===== src/rtl/pll_rst_pkg.sv =====
// Shared types for the PLL reset sequencer: FSM states, reset-cause codes and a sizing helper.
package pll_rst_pkg;

  typedef enum logic [2:0] {
    WAIT_LOCK,
    STABLE,
    REL_CORE,
    RUN,
    HOLD
  } state_e;

  typedef enum logic [1:0] {
    CAUSE_POR       = 2'd0,
    CAUSE_LOCK_LOSS = 2'd1,
    CAUSE_EXT       = 2'd2
  } rst_cause_e;

  function automatic int unsigned max3(input int unsigned a, input int unsigned b,
                                       input int unsigned c);
    int unsigned m;
    m = (a > b) ? a : b;
    return (m > c) ? m : c;
  endfunction

endpackage


===== src/rtl/pll_reset_seq_sync_ff.sv =====
// N-stage flop synchronizer with asynchronous active-low reset; output resets to 0.
module sync_ff #(
  parameter int unsigned Stages = 2
) (
  input  logic clk_i,
  input  logic rst_ni,
  input  logic d_i,
  output logic q_o
);

  logic [Stages-1:0] sync_q;

  always_ff @(posedge clk_i or negedge rst_ni) begin
    if (!rst_ni) begin
      sync_q <= '0;
    end else begin
      sync_q <= {sync_q[Stages-2:0], d_i};
    end
  end

  assign q_o = sync_q[Stages-1];

endmodule


===== src/rtl/pll_reset_seq.sv =====
// Staged core/peripheral reset sequencer behind the PLL, with lock-loss and external re-entry.
// Define PLL_RST_LOCK_LOSS_CNT_EN to implement the saturating lock_loss_cnt; otherwise it reads 0.
module pll_reset_seq
  import pll_rst_pkg::*;
#(
  parameter int unsigned SYNC_STAGES        = 2,
  parameter int unsigned LOCK_STABLE_CYCLES = 1024,
  parameter int unsigned STAGE_GAP_CYCLES   = 16,
  parameter int unsigned HOLD_CYCLES        = 64,
  parameter int unsigned CNT_W              = 8
) (
  input  logic             clk,
  input  logic             rst_n,
  input  logic             pll_locked,
  input  logic             ext_rst_req,
  output logic             sys_rst_n,
  output logic             periph_rst_n,
  output logic             ready,
  output logic [1:0]       rst_cause,
  output logic [CNT_W-1:0] lock_loss_cnt
);

  localparam int unsigned TW =
      $clog2(max3(LOCK_STABLE_CYCLES, STAGE_GAP_CYCLES, HOLD_CYCLES) + 1);
  localparam logic [TW-1:0] LockLast = TW'(LOCK_STABLE_CYCLES - 1);
  localparam logic [TW-1:0] GapLast  = TW'(STAGE_GAP_CYCLES - 1);
  localparam logic [TW-1:0] HoldLast = TW'(HOLD_CYCLES - 1);

  logic          locked_s;
  logic          in_qual;
  logic          lock_loss_ev;
  state_e        state_q;
  logic [TW-1:0] cnt_q;
  logic          sys_q, periph_q, ready_q;
  rst_cause_e    cause_q;

  sync_ff #(
    .Stages(SYNC_STAGES)
  ) u_sync_locked (
    .clk_i (clk),
    .rst_ni(rst_n),
    .d_i   (pll_locked),
    .q_o   (locked_s)
  );

  assign in_qual      = (state_q == STABLE) || (state_q == REL_CORE) || (state_q == RUN);
  assign lock_loss_ev = !locked_s && ((state_q == REL_CORE) || (state_q == RUN));

  // Lock loss is checked before the external request so it wins a same-cycle collision.
  always_ff @(posedge clk or negedge rst_n) begin
    if (!rst_n) begin
      state_q  <= WAIT_LOCK;
      cnt_q    <= '0;
      sys_q    <= 1'b0;
      periph_q <= 1'b0;
      ready_q  <= 1'b0;
      cause_q  <= CAUSE_POR;
    end else if (in_qual && !locked_s) begin
      state_q  <= WAIT_LOCK;
      cnt_q    <= '0;
      sys_q    <= 1'b0;
      periph_q <= 1'b0;
      ready_q  <= 1'b0;
      if (lock_loss_ev) cause_q <= CAUSE_LOCK_LOSS;
    end else if (in_qual && ext_rst_req) begin
      state_q  <= HOLD;
      cnt_q    <= '0;
      sys_q    <= 1'b0;
      periph_q <= 1'b0;
      ready_q  <= 1'b0;
      cause_q  <= CAUSE_EXT;
    end else begin
      unique case (state_q)
        WAIT_LOCK: begin
          cnt_q <= '0;
          if (locked_s) begin
            // The cycle that leaves WAIT_LOCK is the first qualified locked cycle.
            if (LOCK_STABLE_CYCLES == 1) begin
              state_q <= REL_CORE;
              sys_q   <= 1'b1;
            end else begin
              state_q <= STABLE;
              cnt_q   <= TW'(1);
            end
          end
        end
        STABLE: begin
          if (cnt_q == LockLast) begin
            state_q <= REL_CORE;
            cnt_q   <= '0;
            sys_q   <= 1'b1;
          end else begin
            cnt_q <= cnt_q + 1'b1;
          end
        end
        REL_CORE: begin
          if (cnt_q == GapLast) begin
            state_q  <= RUN;
            cnt_q    <= '0;
            periph_q <= 1'b1;
            ready_q  <= 1'b1;
          end else begin
            cnt_q <= cnt_q + 1'b1;
          end
        end
        RUN: begin
          state_q <= RUN;
        end
        HOLD: begin
          if (cnt_q == HoldLast) begin
            state_q <= WAIT_LOCK;
            cnt_q   <= '0;
          end else begin
            cnt_q <= cnt_q + 1'b1;
          end
        end
        default: begin
          state_q <= WAIT_LOCK;
          cnt_q   <= '0;
        end
      endcase
    end
  end

  assign sys_rst_n    = sys_q;
  assign periph_rst_n = periph_q;
  assign ready        = ready_q;
  assign rst_cause    = cause_q;

`ifdef PLL_RST_LOCK_LOSS_CNT_EN
  logic [CNT_W-1:0] loss_cnt_q;

  always_ff @(posedge clk or negedge rst_n) begin
    if (!rst_n) begin
      loss_cnt_q <= '0;
    end else if (lock_loss_ev && (loss_cnt_q != '1)) begin
      loss_cnt_q <= loss_cnt_q + 1'b1;
    end
  end

  assign lock_loss_cnt = loss_cnt_q;
`else
  assign lock_loss_cnt = '0;
`endif

endmodule


===== config.mk =====
export PLATFORM = sky130hd
export DESIGN_NAME = pll_reset_seq
export DESIGN_NICKNAME = d
export VERILOG_FILES = /design/src/rtl/pll_rst_pkg.sv /design/src/rtl/pll_reset_seq_sync_ff.sv /design/src/rtl/pll_reset_seq.sv
export SDC_FILE = /design/constraint.sdc
export NUM_CORES = 1
export LEC_CHECK = 0
export CORE_UTILIZATION = 45
export DETAILED_ROUTE_END_ITERATION = 8
export PLACE_DENSITY = 0.71
export SLEW_MARGIN = 20
export SYNTH_ARGS = -nofsm -noshare
export SYNTH_HDL_FRONTEND = slang
export SYNTH_HIERARCHICAL = 1
export SYNTH_SLANG_ARGS = --single-unit

===== constraint.sdc =====
create_clock -name clk -period 2 [get_ports clk]
set_input_delay 0.3 -clock clk [delete_from_list [all_inputs] [get_ports clk]]
set_output_delay 0.3 -clock clk [all_outputs]
set_load 0.05 [all_outputs]

=== After elaboration in Yosys (flattened, before gate mapping) ===
Cells that the tools add are included.

* Register bits after elaboration: 20
* Input port bits: 4
* Output and inout bits: 13
* Word-level logic and storage cells: 62

* Add/sub/neg operators: 1
* Eq/ne operators: 13
* Multiplexer cells: 25
* Reduce and logical (&&, ||, !) cells: 17

{| class="wikitable"
|+ Operators with widths
! kind !! count
|-
| 11-bit two-way mux || 5
|-
| 11-bit case mux with 5 select lines || 1
|-
| 3-bit two-way mux || 6
|-
| 3-bit case mux with 5 select lines || 1
|-
| 3-bit nonzero test || 4
|-
| 11-bit by 1-bit adder with 11-bit output (second input constant) || 1
|-
| 11-bit by 10-bit equality test with 1-bit output (second input constant) || 1
|-
| 11-bit by 4-bit equality test with 1-bit output (second input constant) || 1
|-
| 11-bit by 6-bit equality test with 1-bit output (second input constant) || 1
|-
| 1-bit two-way mux || 9
|-
| 4-bit by 1-bit inequality test with 1-bit output (second input constant) || 2
|-
| 3-bit by 2-bit equality test with 1-bit output (second input constant) || 2
|-
| 2-bit two-way mux || 3
|-
| 2-bit AND reduction || 3
|-
| 4-bit by 3-bit inequality test with 1-bit output (second input constant) || 1
|-
| 4-bit inequality test (second input constant) || 1
|-
| 4-bit AND reduction || 1
|-
| 3-bit by 1-bit equality test with 1-bit output (second input constant) || 1
|-
| 3-bit equality test (second input constant) || 1
|-
| 1-bit logical AND || 3
|-
| 3-bit logical NOT || 1
|-
| 1-bit logical OR || 3
|-
| 3-bit by 1-bit inequality test with 1-bit output (second input constant) || 1
|-
| 2-bit inequality test (second input constant) || 1
|-
| 2 further kinds || 2
|}

=== Depth between registers and ports, before layout ===
Gate-level depths: netlist of the first run.

* Word-level depth: 6
* Mapped depth: 7
* Gate-level depth less buffers: 6

=== Cells and area by module ===
The synthesis of the first run kept the hierarchy.

{| class="wikitable"
|+ Modules (own cells, without submodules)
! module !! times used !! cells an instance !! area each (um^2) !! seq. area each (um^2)
|-
| pll_reset_seq || 1 || 126 || 1,109.8 || 450.4
|-
| sync_ff || 1 || 2 || 50.0 || 50.0
|}

=== Worst setup path before layout of the first run ===
No wires, ideal clock.

* Path type: register to register
* From: register cnt_q[8]
* To: register cnt_q[0]
* Library setup time: 0.126 ns
* Data arrival time: 1.957 ns
* Path slack: -0.083 ns
* Cell stages (with the launch flop): 6
* Path buffers: 0
* Period minus slack after synthesis: 2.083 ns
* Path through: dfrtp_1 -> or4_4 -> nor4_2 -> nor3_1 -> or3_1 -> a221o_1

* Cells in the longest elaborated chain, start to end: 5
* Elaborated cells between the ends (all ways): 9
* Classes of those cells: eq/ne (3); mux (6)

{| class="wikitable"
|+ Ends and longest elaborated chain
! item !! RTL line !! source
|-
| from (decl) || pll_reset_seq.sv:33 || <nowiki>logic [TW-1:0] cnt_q;</nowiki>
|-
| from (signal assigned) || pll_reset_seq.sv:93 || <nowiki>cnt_q <= cnt_q + 1'b1;</nowiki>
|-
| from (signal assigned) || pll_reset_seq.sv:103 || <nowiki>cnt_q <= cnt_q + 1'b1;</nowiki>
|-
| from (signal assigned) || pll_reset_seq.sv:114 || <nowiki>cnt_q <= cnt_q + 1'b1;</nowiki>
|-
| 11-bit by 6-bit equality test with 1-bit output, or another cell as far along || pll_reset_seq.sv:110 || <nowiki>if (cnt_q == HoldLast) begin</nowiki>
|-
| 11-bit two-way mux, on equally long branches || pll_reset_seq.sv:110, pll_reset_seq.sv:88, pll_reset_seq.sv:97 ||
|-
| 11-bit case mux with 5 select lines (*) || pll_reset_seq.sv:73 || <nowiki>unique case (state_q)</nowiki>
|-
| 11-bit two-way mux (*) || pll_reset_seq.sv:65 || <nowiki>end else if (in_qual && ext_rst_req) begin</nowiki>
|-
| 11-bit two-way mux (*) || pll_reset_seq.sv:58 || <nowiki>end else if (in_qual && !locked_s) begin</nowiki>
|}

Every way passes the cells marked *; elsewhere a longest branch is shown, timed or not.
A chain may end at the register's enable or synchronous reset.

=== Final worst setup path of the first run ===
* From: register cnt_q[9]
* To: register cnt_q[0]

The elaborated chain is that of the path after synthesis.

==> metrics, run 1 <==
status finished, violations left; failing checks negative setup slack; synthesized area 1160 sq um; Register Area 500.5 sq um; synth warn 6; # diodes 0; Max stage delay on crit path between 0.5 and 0.6 ns; fin. max-slew vios 0; placer congestion estimate 0.9331; RSZ-0062 raised after global routing yes; Initial Utilization 0.4725; die area 2785 sq um; Synth top area share 0.4315; startpoint type of the worst setup path flop; Initial DRC Count 25; Leak 0.6638 nW; Clk pin slew, worst setup/hold paths approximately 0.11 ns; PnR worst setup slack -0.03920 ns; drt drc 0; worst-skew pair later-pin latency 0.30 ns; fin area between 1000 and 1500 sq um; commonest register cell after synthesis dfrtp_1; Hold WS 0.3171 ns; Top Ports 17; utilization after layout 0.5989; largest net degree at the start of global routing 21; slowest CP cell or4_4; clock sinks 20; vias per cell about 5.6; nets 164; area occupied by multi-input gates 623.1 sq um; clk_skew 0.003803 ns; ANT nets after route 0; delay-heaviest family, CP simple AND/OR/NAND/NOR gates; clock root cell clkbuf_4; hold crit path type input port to async pin; area of the core 2455 sq um; first-pass GRT wire length 4899 um; WL final 2866 um; Area Overhead vs Synth 26.75%; Tcrit/Tclk final 1.020; syn avg cell area 9.061 sq um; Die Height 52.77 um; CP Data Required Time ~2.2 ns; Vias 1054; Num CTS Buffers 3; worst vdd ir 730.0 uV; leading area contributor after synthesis dfrtp_1; FFs w/ async S/R, synth 1.000; Die W roughly 53 um; synth unique cells 40; Max Freq 0.4904 GHz; GR Util All Layers 0.2514; Area contributors post-synth dfrtp_1 43%, buf_4 5.8%, nor2_1 3.9%, o21ai_0 3.5%, nand2_1 3.2%; vias in the first global route ~1100; Bufs on Longest Clock Path 2; placed cell count 182; pwr dens 871.5 nW/um^2; Post-synth EDFFs 0; Final min period 2.039 ns; Final setup viols 1; drt pass-1 iters 4; post-synthesis register bit count 20; Max Cap Viol 0; Mapped Cells 128; I/O Buffers 8; final cell count without fillers around 190; critical path type flop to flop; CTS tree done; Bufs and invs on worst path 0; placed cell areas approximately 1400 sq um; final-layout fill cell count 209; dpl hpwl 2172 um; drt wl/cell between 15 and 20 um; CP max FO 3; initial antenna violation count 0; CTS H-tree depth 1; Setup crit end kind flop; grt ovf 0; register area share after synthesis 0.4315; crit path cell chain or4_4 -> o31a_1 -> or3_4 -> a221o_1; Hold Vio Cnt, Final 0; share of layout cells above drive strength 1 0.2420; # rows 18; Arrival @ worst endpoint 2.24 ns
worst paths after layout:
path,startpoint,depth (start not counted),slack [ns],to
max,cnt_q[9]$_DFFE_PN0P_,4,-0.04,cnt_q[0]$_DFFE_PN0P_
max in group asynchronous,rst_n,2,1.47,rst_cause[0]$_DFFE_PN0P_
max reg2reg,cnt_q[9]$_DFFE_PN0P_,4,-0.04,cnt_q[0]$_DFFE_PN0P_
min reg2reg,u_sync_locked/sync_q[0]$_DFF_PN0_,0,0.37,u_sync_locked/sync_q[1]$_DFF_PN0_
min in group clk,u_sync_locked/sync_q[0]$_DFF_PN0_,0,0.37,u_sync_locked/sync_q[1]$_DFF_PN0_
min,rst_n,2,0.32,cnt_q[4]$_DFFE_PN0P_
area by class of cell:
type | instances | area share
Timing Repair Buffer | 34 | 0.1898
Inverter | 2 | 0.005106
Tap cell | 30 | 0.02553
Multi-Input combinational cell | 98 | 0.4238
Clock buffer | 3 | 0.01532
Sequential cell | 20 | 0.3404
sequential cells by signal, indices dropped and copies added, names as in the netlist:
name,count
u_sync_locked/sync_q,2
ready,1
rst_cause,2
state_q,3
sys_rst_n,1
cnt_q,11
through the flow:
stage                      power, W  worst slack [ns]  setup TNS [ns]
after global routing       0.001366          -0.06986        -0.07083
final                      0.001281          -0.03920        -0.03920
after CTS                  0.001231          -0.02944        -0.02944
after global placement     0.001015         -0.009455        -0.01546
after detailed placement   0.001027          -0.07610         -0.1188
after floorplan           0.0008343          -0.01110        -0.01110
per-layer routing:
layer	routed length [um]	GRT usage
met1	1234	0.3105
met2	1401	0.4114
met3	137	0.05507
met4	93	0.1184
met5	0	0
cell usage in the layout (no fill, tap or decap), types with 2 or more instances in the layout:
cell             instances
a21oi_1                  5
a31oi_1                  2
and2_1                   2
and3_1                   2
buf_4                   25
clkbuf_4                 3
clkdlybuf4s50_1          8
conb_1                   8
dfrtp_1                 20
inv_1                    2
nand2_1                 10
nand3_1                  5
nand4_1                  3
nor2_1                  12
nor2b_1                  4
nor3_1                   4
o21ai_0                  8
o31a_1                   3
xnor2_1                  4
xor2_1                   2
cell families after synthesis:
logic type	count (synthesis)	share of synthesized area
AO/OA/AOI/OAI	29	0.1715
flip-flops	20	0.4315
adder cells (fa/ha/maj)	2	0.01942
AND/OR/NAND/NOR	53	0.2449
XOR/XNOR	6	0.04531
other	1	0.003233
buffers and inverters	17	0.08414
worst reg2reg max path, delay by kind of cell (launching register included):
family,cells,cell delay (ns)
compound gates,2,0.57
simple gates,2,0.96
flops,1,0.40
repair_timing:
item,CTS,global route
buffers inserted,0,2
gates resized for setup,3,4
endpoints found under the setup margin,1,7
cloned,0,0
hold buffers,0,0
pin swaps,0,2
synth_stat cells (2+ instances only):
cell	number
dfrtp_1	20
xnor2_1	4
nand2_1	10
clkbuf_1	6
nand4_1	3
o22ai_1	2
a21oi_1	5
o21ai_0	8
buf_4	9
a31oi_1	2
nand3_1	5
xor2_1	2
and2_1	3
inv_1	2
nor2_1	12
and3_1	2
o31a_1	3
nor3_1	4
nor2b_1	4
or3_1	2
where the power goes:
part / switching [W] / leakage (nW) / internal [W]
logic: 0.000296 / 0.385 / 0.000268
clock network: 0.000122 / 0.0138 / 0.0000704
registers: 0.0000663 / 0.266 / 0.000458
total: 0.000485 / 0.664 / 0.000796
(Power assumes the default switching activity.)
==> inputs of run 2 (changes only) <==
CORE_UTILIZATION = 34   (was 45)
PLACE_DENSITY = 0.56   (was 0.71)
==> run 2 against run 1 <==
Effect of this change: setup slack improved by 0.029 ns; the flow still finishes with violations (negative setup slack); cell area is 1.4% higher; global-route usage shrank 8.8 points; clock skew increased by 0.0022 ns; sequential power about the same; die area rose by 31%.
==> metrics, run 2 (synthesis gave the netlist of run 1 again) <==
Largest regs cnt_q (11), state_q (3); Leak 0.6509 nW; CTS tree done; pwr dens 885.1 nW/um^2; ANT nets after route 0; GR Util All Layers 0.1631; most frequent cells in the layout 23 x buf_4, 19 x dfrtp_1, 12 x nor2_1, 10 x nand2_1; Tcrit/Tclk final 1.005; Post-Place Setup Slack -0.05131 ns; hold crit path type input port to async pin; Die Height 60.41 um; initial antenna violation count 0; worst vdd ir 395.3 uV; vias per cell around 5; first-pass GRT wire length around 4300 um; worst slew pin tran 0.5084 ns; Die W 60.41 um; worst-skew pair later-pin latency roughly 0.31 ns; CP max FO 3; largest net degree at the start of global routing 21; fin. max-slew vios 0; clk_skew 0.006001 ns; Arrival @ worst endpoint 2.21 ns; largest reg by FF count cnt_q; clock root cell clkbuf_4; startpoint type of the worst setup path flop; Bufs and invs on worst path 0; drt drc 0; placer congestion estimate 0.8829; # diodes 0; delay-heaviest family, CP simple AND/OR/NAND/NOR gates; Top Ports 17; drt pass-1 iters 4; RSZ-0062 raised after global routing yes; CTS H-tree depth 1; commonest non-fill, non-tap cell in the layout buf_4; die area around 3600 sq um; share of layout cells above drive strength 1 0.2357; Max Cap Viol 0; clock sinks 20; Vias ~1000; drt wl/cell 12.71 um; Slew HR 0.6600; # rows 20; status finished, violations left; slowest CP cell or4_4; failing checks negative setup slack; Clk pin slew, worst setup/hold paths 0.12 ns; CP Data Required Time 2.20 ns; Max Freq slightly below 0.5 GHz; vias in the first global route 921; Bufs on Longest Clock Path 2; dpl hpwl 1966 um; WL final 2555 um; PnR worst setup slack -0.01023 ns; Hold Vio Cnt, Final 0; Final setup viols 1; Initial DRC Count 16; Max stage delay on crit path 0.57 ns; Num CTS Buffers 3; Final min period 2.010 ns; grt ovf 0; fin area 1490 sq um; final-layout fill cell count just over 300; Setup crit end kind flop; area of the core 3153 sq um; I/O Buffers 8; Reg2Reg Setup Slack -0.01 ns; nets about 160; CTS Hold Bufs 0; crit path cell chain or4_4 -> o31a_1 -> or3_4 -> a221o_1; placed cell areas between 1000 and 1500 sq um; max reg flops 11; Area Overhead vs Synth 28.48%; Initial Utilization 0.3679; utilization after layout 0.4726; critical path type flop to flop
## run 2: cell count changes in the layout (fill, tap and decap cells not counted)
cell / before / now
and4_1: 0 / 1
dfrtp_2: 0 / 1
buf_4: 25 / 23
clkbuf_8: 0 / 1
o22ai_1: 1 / 2
dfrtp_1: 20 / 19
buf_6: 1 / 2
o22ai_2: 1 / 0
and4_4: 1 / 0
## run 2: per-stage QoR
stage                     total power [W]  hold slack, ns  cells  setup TNS [ns]
after global placement           0.001024          0.3394    196        -0.05478
after floorplan                 0.0008343        0.004409    135        -0.01110
after detailed placement         0.001025          0.3420    196        -0.09120
after CTS                        0.001285          0.3311    200        -0.01662
final                            0.001319          0.3208    201        -0.01023
after global routing             0.001404          0.3321    201        -0.08719
## run 2: final timing paths
path / end / from / depth (start not counted)
max: cnt_q[0]$_DFFE_PN0P_ / cnt_q[9]$_DFFE_PN0P_ / 4
min: u_sync_locked/sync_q[0]$_DFF_PN0_ / rst_n / 2
max reg2reg: cnt_q[0]$_DFFE_PN0P_ / cnt_q[9]$_DFFE_PN0P_ / 4
min reg2reg: u_sync_locked/sync_q[1]$_DFF_PN0_ / u_sync_locked/sync_q[0]$_DFF_PN0_ / 0
max in group asynchronous: cnt_q[4]$_DFFE_PN0P_ / rst_n / 2
min in group clk: u_sync_locked/sync_q[1]$_DFF_PN0_ / u_sync_locked/sync_q[0]$_DFF_PN0_ / 0
## run 2: routing by layer
metal,vias up,part of all wire,GRT usage
li1,506,-,-
met1,476,0.50,0.2224
met2,21,0.46,0.2527
met3,5,0.022,0.02559
met4,0,0.019,0.07973
met5,-,0,0
## run 2: worst reg2reg max path, cell delays in order (launching register included)
cell	delay [ns]
dfrtp_1	0.39
or4_4	0.57
o31a_1	0.27
or3_4	0.37
a221o_1	0.30
## run 2: what timing repair did
action | CTS | global route
setup buffers | 0 | 1
cloned | 0 | 0
setup endpoints to repair | 1 | 8
gates resized for setup | 2 | 5
pin swaps | 0 | 1
## run 2: layout make-up
| cell class | instances | area (sq um) | share of cell area |
|---|---|---|---|
| sequential | 20 | 501.7 | 0.3367 |
| multi-input combinational | 98 | 614.3 | 0.4123 |
| clock buffer | 4 | 36.28 | 0.02435 |
| tap | 44 | 55.05 | 0.03694 |
| timing repair buffer | 33 | 275.3 | 0.1847 |
| inverter | 2 | 7.507 | 0.005038 |
## run 2: where the power goes
group,internal (W),leakage [nW],switching [W],total (W)
sequential,0.000458,0.264,0.0000683,0.000526
clock,0.000111,0.0210,0.000129,0.000240
combinational,0.000264,0.366,0.000288,0.000553
==> inputs of run 3 (changes only) <==
CORE_UTILIZATION = 36   (was 34)
GPL_TIMING_DRIVEN = 0   (was unset)
PLACE_DENSITY = 0.57   (was 0.56)
clock period = 2.1 ns   (was 2 ns; I/O delays follow)
==> run 3 against run 2 <==
Effect of this change: the run now ends clean; routed wire length is 4.6% lower; non-clock buffer count fell by 4; global-route usage shrank 0.066 points; sequential power decreased by 7.6%; critical path depth unchanged.
==> metrics, run 3 (synthesis gave the netlist of run 1 again) <==
RSZ-0062 raised after global routing yes; drt drc 0; status finished, final reports clean; drt pass-1 iters 4; clock power share 0.187; Largest regs cnt_q (11), state_q (3); vias per cell 4.929; Leak 0.6192 nW; cell internal pwr 0.0007613 W; Arrival @ worst endpoint roughly 2.3 ns; CP max FO 3; vias in the first global route 911; max reg flops 11; largest net degree at the start of global routing 21; I/O Buffers 8; worst-skew pair later-pin latency 0.31 ns; die area 3453 sq um; Slew HR 0.3919; Max Freq ~0.48 GHz; placer congestion estimate ~0.87; Bufs on Longest Clock Path 2; Initial DRC Count 41; CTS tree done; Final setup viols 0; Clk pin slew, worst setup/hold paths ~0.12 ns; total power 0.001217 W; Flop pwr share 0.400; WL final roughly 2400 um; Num CTS Buffers 3; Die Height 58.76 um; Net Sw Frac 0.3745; CTS Hold Bufs 0; max layer used met4; Crit Reg-Reg Startpoint cnt_q[8]$_DFFE_PN0P_; Vias 971; commonest non-fill, non-tap cell in the layout dfrtp_1; drt wl/cell 12.38 um; critical path launch point cnt_q[8]$_DFFE_PN0P_; area of the core about 3000 sq um; Max Cap Viol 0; Die W 58.76 um; fin. max-slew vios 0; # rows 20; most frequent cells in the layout 20 x dfrtp_1, 17 x buf_4, 12 x nor2_1, 10 x nand2_1; worst slew pin tran roughly 0.91 ns; grt ovf 0; Sw Pwr 0.0004558 W; Setup crit end kind flop; first-pass GRT wire length ~4300 um; ANT nets after route 0; routed length on met2 1168 um; CP Data Required Time 2.30 ns; startpoint type of the worst setup path flop; Final min period 2.096 ns; largest reg by FF count cnt_q; clock root cell clkbuf_4; initial antenna violation count 0; Hold Startpoint u_sync_locked/sync_q[0]$_DFF_PN0_; pwr dens 844.4 nW/um^2; met1 WL 1139 um; clock sinks 20; Area Overhead vs Synth 24.27%; dpl hpwl 1711 um; # diodes 0; met3 WL 97 um; hold crit path type flop to flop; Hold WS 0.3699 ns; Initial Utilization 0.3799; critical path type flop to flop; worst vdd ir 418.6 uV; combinational power share 0.413; Tcrit/Tclk final 0.9979; clk_skew 0.01223 ns; share of layout cells above drive strength 1 0.1895; nets 159; CTS H-tree depth 1; Hold Vio Cnt, Final 0; Top Ports 17; GR Util All Layers 0.1625
## run 3: changes by cell type in the layout (fill, tap and decap cells not counted)
| cell | previous run | this run |
|---|---|---|
| buf_4 | 23 | 17 |
| buf_6 | 2 | 0 |
| clkbuf_1 | 0 | 4 |
| dfrtp_1 | 19 | 20 |
| dfrtp_2 | 1 | 0 |
| nor3b_1 | 1 | 0 |
| nor3b_2 | 0 | 1 |
## run 3: path summary, 6_finish.rpt
kind                       slack, ns                                end  cells after the start
max reg2reg                    0.004               cnt_q[0]$_DFFE_PN0P_                      4
min reg2reg                     0.37  u_sync_locked/sync_q[1]$_DFF_PN0_                      0
min                             0.37  u_sync_locked/sync_q[1]$_DFF_PN0_                      0
min in group asynchronous       0.51               cnt_q[8]$_DFFE_PN0P_                      1
max in group asynchronous       1.03               cnt_q[1]$_DFFE_PN0P_                      1
max                            0.004               cnt_q[0]$_DFFE_PN0P_                      4
## run 3: metrics by stage
step	instance area [sq um]	setup slack, ns	instances	setup TNS, ns	utilization
6_report	1441	0.004469	197	0	0.4721
5_1_grt	1441	-0.06290	197	-0.06290	0.4721
4_1_cts	1415	0.004525	196	0	0.4635
3_5_place_dp	1321	-0.2076	187	-0.9879	0.4328
3_3_place_gp	1321	-0.2414	187	-1.073	0.4328
2_1_floorplan	1186	0.01658	135	0	-
## run 3: worst max-delay path: stages (launching register included)
cell	delay (ns)
dfrtp_1	0.40
or4_4	0.55
o31a_1	0.34
or3_4	0.40
a221o_1	0.30
## run 3: timing repair
action                     in CTS  in global routing
setup endpoints to repair       7                  8
setup buffers                   6                  2
hold endpoints to repair        0                  0
pin swaps                       2                  4
resized for setup               3                  3
## run 3: per-layer routing
metal,vias to the layer above,track usage
met3,4,0.02418
met1,449,0.2181
met2,26,0.2581
met5,-,0
met4,0,0.07483
li1,492,-
## run 3: power by group through the flow
stage | clock network (W) | registers [W] | logic [W]
final | 0.000228 | 0.000486 | 0.000503
after global routing | 0.000252 | 0.000495 | 0.000547
after CTS | 0.000239 | 0.000483 | 0.000461
after detailed placement | 0 | 0.000495 | 0.000409
after global placement | 0 | 0.000493 | 0.000408
after floorplan | 0 | 0.000532 | 0.000262
## run 3: layout make-up
class / instances / area (sq um)
Inverter: 2 / 7.507
Clock buffer: 4 / 36.28
Multi-Input combinational cell: 98 / 619.3
Fill cell: 308 / 1612
Buffer: 13 / 82.58
Sequential cell: 20 / 500.5
Tap cell: 44 / 55.05
Timing Repair Buffer: 16 / 140.1
